### src/rtl/uart_pkg.sv
`default_nettype none
// ============================================================================
// Module   : uart_pkg
// Purpose  : Shared UART types and constants (receiver, receive FIFO and the
//            transmitter side all import this package).
// Contents : rx_entry_t  - one received byte plus its error tags
//            RX_ENTRY_W  - packed width of rx_entry_t
// Revision : 1.0 - initial release
// ============================================================================
package uart_pkg;

    localparam int RX_ENTRY_W = 10;

    typedef struct packed {
        logic       frame_err;
        logic       parity_err;
        logic [7:0] data;
    } rx_entry_t;

endpackage : uart_pkg
`default_nettype wire

### src/rtl/uart_fifo_mem.sv
`default_nettype none
// ============================================================================
// Module   : uart_fifo_mem
// Purpose  : DEPTH x WIDTH register array with one synchronous write port and
//            one combinational read port. No reset: occupancy is tracked by
//            the owner, so stale contents are never observed.
// Ports    : clk      - clock
//            wr_en    - write strobe
//            wr_addr  - write address
//            wr_data  - write data
//            rd_addr  - read address
//            rd_data  - read data (combinational from rd_addr)
// Revision : 1.0 - initial release
// ============================================================================
module uart_fifo_mem
    import uart_pkg::*;
#(
    parameter int DEPTH = 16,
    parameter int WIDTH = RX_ENTRY_W
) (
    input  logic                     clk,
    input  logic                     wr_en,
    input  logic [$clog2(DEPTH)-1:0] wr_addr,
    input  logic [WIDTH-1:0]         wr_data,
    input  logic [$clog2(DEPTH)-1:0] rd_addr,
    output logic [WIDTH-1:0]         rd_data
);

    logic [WIDTH-1:0] r_mem [DEPTH];

    always_ff @(posedge clk) begin
        if (wr_en) begin
            r_mem[wr_addr] <= wr_data;
        end
    end

    assign rd_data = r_mem[rd_addr];

endmodule : uart_fifo_mem
`default_nettype wire

### src/rtl/uart_rx_fifo.sv
`default_nettype none
// ============================================================================
// Module   : uart_rx_fifo
// Purpose  : Receive-side buffer behind the UART receiver. Turns the
//            receiver's level-held status into single-cycle frame events,
//            tags each byte with parity/frame error, and buffers entries in a
//            first-word-fall-through FIFO with a valid/ready read port.
//            Overflow drops are flagged (sticky) and counted.
// Ports    : clk, rst_n (async, active-low)
//            rx_data, rx_valid, parity_error, frame_error - receiver side
//            m_valid, m_ready, m_data, m_parity_err, m_frame_err - read port
//            level, almost_full - occupancy status
//            overflow, ovf_clr, drop_cnt - overflow flag / clear / counter
//            err_cnt - errored entries discarded (DROP_ERRORED=1 only)
// Revision : 1.0 - initial release
// ============================================================================
module uart_rx_fifo
    import uart_pkg::*;
#(
    parameter int DEPTH        = 16,
    parameter int AF_THRESH    = 12,
    parameter int DROP_ERRORED = 0,
    parameter int CNT_W        = 8
) (
    input  logic                     clk,
    input  logic                     rst_n,
    input  logic [7:0]               rx_data,
    input  logic                     rx_valid,
    input  logic                     parity_error,
    input  logic                     frame_error,
    output logic                     m_valid,
    input  logic                     m_ready,
    output logic [7:0]               m_data,
    output logic                     m_parity_err,
    output logic                     m_frame_err,
    output logic [$clog2(DEPTH):0]   level,
    output logic                     almost_full,
    output logic                     overflow,
    input  logic                     ovf_clr,
    output logic [CNT_W-1:0]         drop_cnt,
    output logic [CNT_W-1:0]         err_cnt
);

    localparam int PW = $clog2(DEPTH);
    localparam int LW = PW + 1;

    localparam logic [LW-1:0] c_full_lvl = LW'(DEPTH);
    localparam logic [LW-1:0] c_af_lvl   = LW'(AF_THRESH);

    // ------------------------------------------------------------------
    // Event detection
    // ------------------------------------------------------------------
    logic      r_rv_q;
    logic      r_fe_q;
    logic      r_rv_arm;
    logic      r_fe_arm;
    logic      r_evt;
    rx_entry_t r_entry;
    logic      w_evt;
    rx_entry_t w_entry;

    // The arm flags stay low after reset until each status line has been seen
    // low once, so a level still held from before reset cannot masquerade as
    // a fresh rising edge.
    assign w_evt = (rx_valid    & ~r_rv_q & r_rv_arm)
                 | (frame_error & ~r_fe_q & r_fe_arm);

    assign w_entry.frame_err  = frame_error;
    assign w_entry.parity_err = parity_error;
    assign w_entry.data       = rx_data;

    // The entry is captured on the event cycle and written one cycle later;
    // this keeps the write decision off the asynchronous receiver inputs.
    always_ff @(posedge clk or negedge rst_n) begin
        if (!rst_n) begin
            r_rv_q   <= 1'b0;
            r_fe_q   <= 1'b0;
            r_rv_arm <= 1'b0;
            r_fe_arm <= 1'b0;
            r_evt    <= 1'b0;
            r_entry  <= '0;
        end else begin
            r_rv_q   <= rx_valid;
            r_fe_q   <= frame_error;
            r_rv_arm <= r_rv_arm | ~rx_valid;
            r_fe_arm <= r_fe_arm | ~frame_error;
            r_evt    <= w_evt;
            if (w_evt) begin
                r_entry <= w_entry;
            end
        end
    end

    // ------------------------------------------------------------------
    // Write / read control
    // ------------------------------------------------------------------
    logic [PW-1:0] r_wr_ptr;
    logic [PW-1:0] r_rd_ptr;
    logic [LW-1:0] r_level;
    logic          w_full;
    logic          w_pop;
    logic          w_err;
    logic          w_discard;
    logic          w_push;
    logic          w_drop;
    rx_entry_t     w_head;

    assign w_full    = (r_level == c_full_lvl);
    assign w_pop     = m_valid & m_ready;
    assign w_err     = r_entry.frame_err | r_entry.parity_err;
    assign w_discard = r_evt & (DROP_ERRORED != 0) & w_err;
    // When full, a same-cycle pop frees the slot the push needs.
    assign w_push    = r_evt & ~w_discard & (~w_full | w_pop);
    assign w_drop    = r_evt & ~w_discard & w_full & ~w_pop;

    always_ff @(posedge clk or negedge rst_n) begin
        if (!rst_n) begin
            r_wr_ptr <= '0;
            r_rd_ptr <= '0;
            r_level  <= '0;
        end else begin
            if (w_push) begin
                r_wr_ptr <= r_wr_ptr + PW'(1);
            end
            if (w_pop) begin
                r_rd_ptr <= r_rd_ptr + PW'(1);
            end
            case ({w_push, w_pop})
                2'b10:   r_level <= r_level + LW'(1);
                2'b01:   r_level <= r_level - LW'(1);
                default: r_level <= r_level;
            endcase
        end
    end

    // ------------------------------------------------------------------
    // Overflow flag and saturating counters
    // ------------------------------------------------------------------
    logic             r_overflow;
    logic [CNT_W-1:0] r_drop_cnt;
    logic [CNT_W-1:0] r_err_cnt;

    always_ff @(posedge clk or negedge rst_n) begin
        if (!rst_n) begin
            r_overflow <= 1'b0;
            r_drop_cnt <= '0;
            r_err_cnt  <= '0;
        end else begin
            // A drop coinciding with a clear leaves a count of exactly one.
            if (w_drop) begin
                r_overflow <= 1'b1;
                if (ovf_clr) begin
                    r_drop_cnt <= CNT_W'(1);
                end else if (!(&r_drop_cnt)) begin
                    r_drop_cnt <= r_drop_cnt + CNT_W'(1);
                end
            end else if (ovf_clr) begin
                r_overflow <= 1'b0;
                r_drop_cnt <= '0;
            end
            if (w_discard && !(&r_err_cnt)) begin
                r_err_cnt <= r_err_cnt + CNT_W'(1);
            end
        end
    end

    // ------------------------------------------------------------------
    // Storage
    // ------------------------------------------------------------------
    logic [RX_ENTRY_W-1:0] w_rd_word;

    uart_fifo_mem #(
        .DEPTH (DEPTH),
        .WIDTH (RX_ENTRY_W)
    ) u_mem (
        .clk     (clk),
        .wr_en   (w_push),
        .wr_addr (r_wr_ptr),
        .wr_data (r_entry),
        .rd_addr (r_rd_ptr),
        .rd_data (w_rd_word)
    );

    assign w_head = w_rd_word;

    // ------------------------------------------------------------------
    // Outputs; head fields are forced to zero while empty.
    // ------------------------------------------------------------------
    assign m_valid      = (r_level != '0);
    assign m_data       = m_valid ? w_head.data       : 8'h00;
    assign m_parity_err = m_valid ? w_head.parity_err : 1'b0;
    assign m_frame_err  = m_valid ? w_head.frame_err  : 1'b0;
    assign level        = r_level;
    assign almost_full  = (r_level >= c_af_lvl);
    assign overflow     = r_overflow;
    assign drop_cnt     = r_drop_cnt;
    assign err_cnt      = r_err_cnt;

endmodule : uart_rx_fifo
`default_nettype wire

### config.mk
export PLATFORM = sky130hd
export DESIGN_NAME = uart_rx_fifo
export DESIGN_NICKNAME = d
export VERILOG_FILES = /design/src/rtl/uart_pkg.sv /design/src/rtl/uart_fifo_mem.sv /design/src/rtl/uart_rx_fifo.sv
export SDC_FILE = /design/constraint.sdc
export NUM_CORES = 1
export LEC_CHECK = 0
export CAP_MARGIN = 20
export CORE_AREA = 10 10 135 137
export CTS_BUF_LIST = sky130_fd_sc_hd__clkbuf_16
export CTS_CLUSTER_SIZE = 8
export DETAILED_ROUTE_END_ITERATION = 8
export DIE_AREA = 0 0 145 147
export PLACE_DENSITY = 0.75
export SETUP_SLACK_MARGIN = 0.5
export SLEW_MARGIN = 20
export SYNTH_ARGS = -nofsm -noshare
export SYNTH_HDL_FRONTEND = slang
export SYNTH_SLANG_ARGS = --single-unit
### constraint.sdc
create_clock -name clk -period 2.56 [get_ports clk]
set_input_delay 0.512 -clock clk [delete_from_list [all_inputs] [get_ports clk]]
set_output_delay 0.512 -clock clk [all_outputs]
set_load 0.05 [all_outputs]
Yosys cells after proc, flatten, opt, wreduce, memory -nomap -nowiden
Memory sizes are Yosys's and may differ from the RTL's. Cells that the tools add are included.

Add/sub/neg operators: 5. $lt $le $gt $ge: 1. Equality and inequality tests: 4. Muxes and demuxes: 12. Bitwise operators: 18. Reductions and logical operators: 5.

Operators by type and width (count): $mux W8 (5); $pmux W5 S2 (1); $add A4 B1 Y4 const B (2); $add A8 B1 Y8 const B (1); $and A1 B1 Y1 (8); $reduce_and A8 Y1 (1); $mux W1 (6); $not A1 Y1 (6); $add A5 B1 Y5 const B (1); $eq A5 B5 Y1 const B (1); $ge A5 B4 Y1 const B (1); $reduce_bool A5 Y1 (1); $sub A5 B1 Y5 const B (1); $or A1 B1 Y1 (4); $reduce_bool A2 Y1 (2); $eq A2 B1 Y1 const B (1); $eq A2 B2 Y1 const B (1); $ne A2 B2 Y1 const B (1); $reduce_and A2 Y1 (1).

Register bits after elaboration: 37. Bits in writable memories: 160. Input port bits: 15. Output and inout port bits: 34. Logic and storage cells: 59. Memories kept: 1.

Memory list: u_mem.r_mem (words 16, width 10, rd ports 1, clocked after memory_dff 0, wr ports 1, RTL line uart_fifo_mem.sv:29) `logic [WIDTH-1:0] r_mem [DEPTH];`.

Depth between registers and ports, before layout
Depth after elaboration: 6. Gate-level depth with buffers: 11. Depth with buffers taken out: 9.

Modules after synthesis
From an unflattened synthesis, not the netlist that was laid out.

Cell total of the unflattened synthesis: 438. Area total of the unflattened synthesis: 8030.2 um^2.

By module, submodules not included: uart_fifo_mem (instances 1, cells each 269, area each 6153.4 um^2, sequential area each 4804.6 um^2); uart_rx_fifo (instances 1, cells each 169, area each 1876.8 um^2, sequential area each 925.9 um^2).

Worst setup path before layout
OpenSTA, ideal clock, no wires.

Kind: register -> output. Start point: register r_level[2], in the netlist level[2]. End point: output port m_data[0]. Arrival: 2.846 ns. Required time: 2.048 ns. Slack: -0.798 ns. Cell stages (with the launch flop): 9. Buffers on the path: 3. Cell sequence: dfrtp_1 -> clkbuf_1 -> or4_1 -> buf_2 -> nor2_1 -> inv_1 -> clkbuf_1 -> o21ai_0 -> a21oi_1.

Longest elaborated chain between the ends: 2.

Ends and longest elaborated chain: start: declaration (RTL line uart_rx_fifo.sv:99) `logic [LW-1:0] r_level;`; start signal: assignment (RTL line uart_rx_fifo.sv:129) `2'b10: r_level <= r_level + LW'(1);`; start signal: assignment (RTL line uart_rx_fifo.sv:130) `2'b01: r_level <= r_level - LW'(1);`; start signal: assignment (RTL line uart_rx_fifo.sv:131) `default: r_level <= r_level;`; $reduce_bool A5 Y1 (RTL line uart_rx_fifo.sv:189) `assign m_valid = (r_level != '0);`; named net m_valid (RTL line uart_rx_fifo.sv:31) `output logic m_valid,`; $mux W8 (RTL line uart_rx_fifo.sv:190) `assign m_data = m_valid ? w_head.data : 8'h00;`; end: declaration (RTL line uart_rx_fifo.sv:33) `output logic [7:0] m_data,`.

The timed path passes the listed nets, and every way through them passes these cells.

Final worst setup path
Start point: register r_rd_ptr[1]. End point: output port m_data[3].

Longest elaborated chain between the ends: 2.

Ends and longest elaborated chain: start: declaration (RTL line uart_rx_fifo.sv:98) `logic [PW-1:0] r_rd_ptr;`; start signal: assignment (RTL line uart_rx_fifo.sv:126) `r_rd_ptr <= r_rd_ptr + PW'(1);`; $mem_v2 Z16 W10; $mux W8 (RTL line uart_rx_fifo.sv:190).

No other way between the ends.

==> results.json <==
{
  "critPathBufInv": 2,
  "seq_area_um2": 5740,
  "maxCapViolCount": 0,
  "min_path_type": "in -> async",
  "antenna_cells": 0,
  "crit_type": "reg -> out",
  "track_usage_pct": 16.3,
  "status": "finished, violations left",
  "required_ps": 2050,
  "tightestPinTransition_ps": 882,
  "drc_errors": 0,
  "slowest_stage": "mux4_2",
  "design_area_um2": 10500,
  "setup_ws_ps": -251,
  "cts-root-buf": "clkbuf_16",
  "worst_setup_path_start_kind": "flop",
  "synth_edf_count": 160,
  "vias_per_cell": 5.66,
  "clk_pin_slew_ps": 70,
  "rows": 46,
  "netlist_area_um2": 8060,
  "synthArstFlopShare_pct": 18.8,
  "drt-initial-drc-count": 225,
  "reg2reg_slack_ps": -30,
  "num-nets-final": 566,
  "wl_per_cell_um": 22.3,
  "pwr_density_cell_nw_per_um2": 1160,
  "cts_tree": "built",
  "port_buffers": 40,
  "gp_congestion": 0.873,
  "yosysWarnings": 0,
  "start_util_pct": 51.7,
  "place_area_um2": 9380,
  "crit_chain": "buf_8 > mux4_2 > mux2_4 > o21ai_4 > a21oi_4 > buf_6",
  "drtAntennaViolNets": 0,
  "totalWireLength_mm": 17.2,
  "relSlewSlack_pct": 41.2,
  "hpwl_mm": 10.7,
  "peakVddDrop_mv": 0.977,
  "drv_slew": 0,
  "setup_viol": 11,
  "antenna_found_initial": 0,
  "fmax_mhz": 356,
  "core_area_um2": 15600,
  "hold_violations": 0,
  "die_w_um": 145,
  "drive_gt1_share_pct": 43.0,
  "rsz0062_at_grt": "true",
  "grt_pass1_wl_mm": 27.0,
  "grt_pass1_vias": 4791,
  "multi_input_area_um2": 2730,
  "worst_path_largest_cell_delay_ps": 510,
  "syn_inst": 456,
  "grt_max_degree": 38,
  "period_minus_slack_ps": 2810,
  "hold_slack_ps": 206,
  "arrival_ps": 2300,
  "ioPinCount": 49,
  "cts_hold_repair.buffers": 0,
  "fin_total_pwr_mw": 12.2,
  "finalCritPeriodShare_pct": 110,
  "synth_cell_types": 46,
  "synth_ff_type": "edfxtp_1",
  "ys_ff_latch": 197,
  "area_delta_synth_final_pct": 30.4,
  "avgSynthCellArea_um2": 17.7,
  "overflow": 0,
  "dr.pass1.iters": 4,
  "skew_ps": 8.35,
  "fillers": 1000,
  "cellLeakagePower_nw": 3.66,
  "cts_max_path_buffers": 2,
  "worstSetupEndpointType": "output pin",
  "crit_family": "multiplexers",
  "yosysSeqAreaShare_pct": 71.1,
  "die_h_um": 147,
  "clock_latency_ps": 420,
  "failed_checks": "negative setup slack",
  "cts-buffers-inserted": 17,
  "vias": 4370,
  "cts_sinks": 197,
  "die-area_um2": 21300,
  "htree_levels": 4,
  "crit_fanout": 7
}
sequential cells by signal, indices dropped and copies added (netlist names):
signal       count
drop_cnt         8
level            5
overflow         1
r_entry         10
r_evt            1
r_fe_arm         1
r_fe_q           1
r_rd_ptr         4
r_rv_arm         1
r_rv_q           1
r_wr_ptr         4
u_mem.r_mem    160
cell families after synthesis:
group | share of synthesized area (%)
muxes | 15.9
DFF | 71.1
and+or+nand+nor | 4.73
buffers and inverters | 2.45
other | 0.0465
adders and majority gates | 1.24
AOI/OAI and AO/OA | 3.60
xor gates and xnor gates | 0.978
worst reg2reg max path, stage by stage (launching register included):
cell and delay, ps:
dfrtp_2 400, or4_4 580, nor2_4 150, buf_6 120
nor2_4 40, xor2_2 160, ha_2 200, o31a_1 240
or3_4 330, o31a_1 240, nand2_1 70
routing by layer:
layer	vias to the layer above	track usage, %	wire [µm]
met1	2313	19.0	6840
met5	-	0	0
met2	100	29.2	9370
met4	0	4.49	188
met3	14	4.12	832
li1	1943	-	-
cells in the final DEF (no fill, tap or decap), types with 6 or more instances in the layout:
cell and count:
clkbuf_16 21, nor2_1 7, ha_1 6, dlygate4sd2_1 10, nand2b_1 6, buf_4 19, a21oi_4 10, mux2_2 12
nor2_2 12, nand2_1 11, mux2_4 12, dfrtp_2 7, edfxtp_1 160, o21ai_4 9, buf_12 21, xnor2_1 6
clkdlybuf4s50_1 12, buf_6 21, nor3_4 6, inv_1 10, mux4_2 40, conb_1 8, dfrtp_1 30
timing repair:
action,4_1_cts,5_1_grt
resized for setup,76,34
cloned,1,0
endpoints found under the setup margin,195,179
buffers inserted,13,6
pin swaps,13,11
where the power goes:
group,total (mW),internal [mW],switching (mW)
logic,5.29,2.43,2.85
registers,4.29,3.92,0.370
clock network,2.59,1.47,1.12
total,12.2,7.83,4.34
final cells by class:
class	instances	area share [%]
clock inverters	11	0.631
well taps	216	2.57
multi-input cells	224	26.0
flip-flops and latches	197	54.6
repair buffers	94	10.9
inverters	9	0.345
clock buffers	21	5.00
cell usage after synthesis, types with 3 or more instances:
cell type | n | share of area (%)
o21ai_0 | 15 | 0.93
nand2b_1 | 6 | 0.47
buf_4 | 8 | 0.74
nor2b_1 | 4 | 0.31
mux2_2 | 24 | 3.4
a21oi_1 | 17 | 1.1
inv_1 | 9 | 0.42
mux2i_1 | 11 | 1.4
xor2_1 | 3 | 0.33
o211ai_1 | 3 | 0.28
nand3_1 | 5 | 0.31
xnor2_1 | 6 | 0.65
mux4_2 | 40 | 11
nor3_1 | 9 | 0.56
nand2_1 | 13 | 0.61
dfrtp_1 | 37 | 11
buf_1 | 9 | 0.42
clkbuf_1 | 13 | 0.61
nand4_1 | 4 | 0.31
edfxtp_1 | 160 | 60
nor2_1 | 22 | 1.0
ha_1 | 8 | 1.2
final timing paths:
kind,cells past startpoint,from,to
setup / recovery,6,r_rd_ptr[1]$_DFFE_PN0N_,m_data[3]
hold / removal,1,rst_n,overflow$_DFFE_PN0P_
setup reg to reg,10,level[2]$_DFFE_PN0P_,level[4]$_DFFE_PN0P_
hold reg to reg,1,r_rv_arm$_DFF_PN0_,r_rv_arm$_DFF_PN0_
max in group asynchronous,1,rst_n,r_rd_ptr[1]$_DFFE_PN0N_
min in group clk,1,r_rv_arm$_DFF_PN0_,r_rv_arm$_DFF_PN0_
per-stage QoR:
step                util [%]  worst slack [ps]  std cells  setup TNS [ps]
finish                  67.4              -251        772           -2220
CTS                     66.3              -276        766           -2410
global placement        60.1              82.5        720               0
floorplan                  -              -114        463            -114
detailed placement      60.1             -86.3        720           -86.3
global route            67.4              -341        772           -3130
Note: power is estimated with default switching activity, not from simulation.
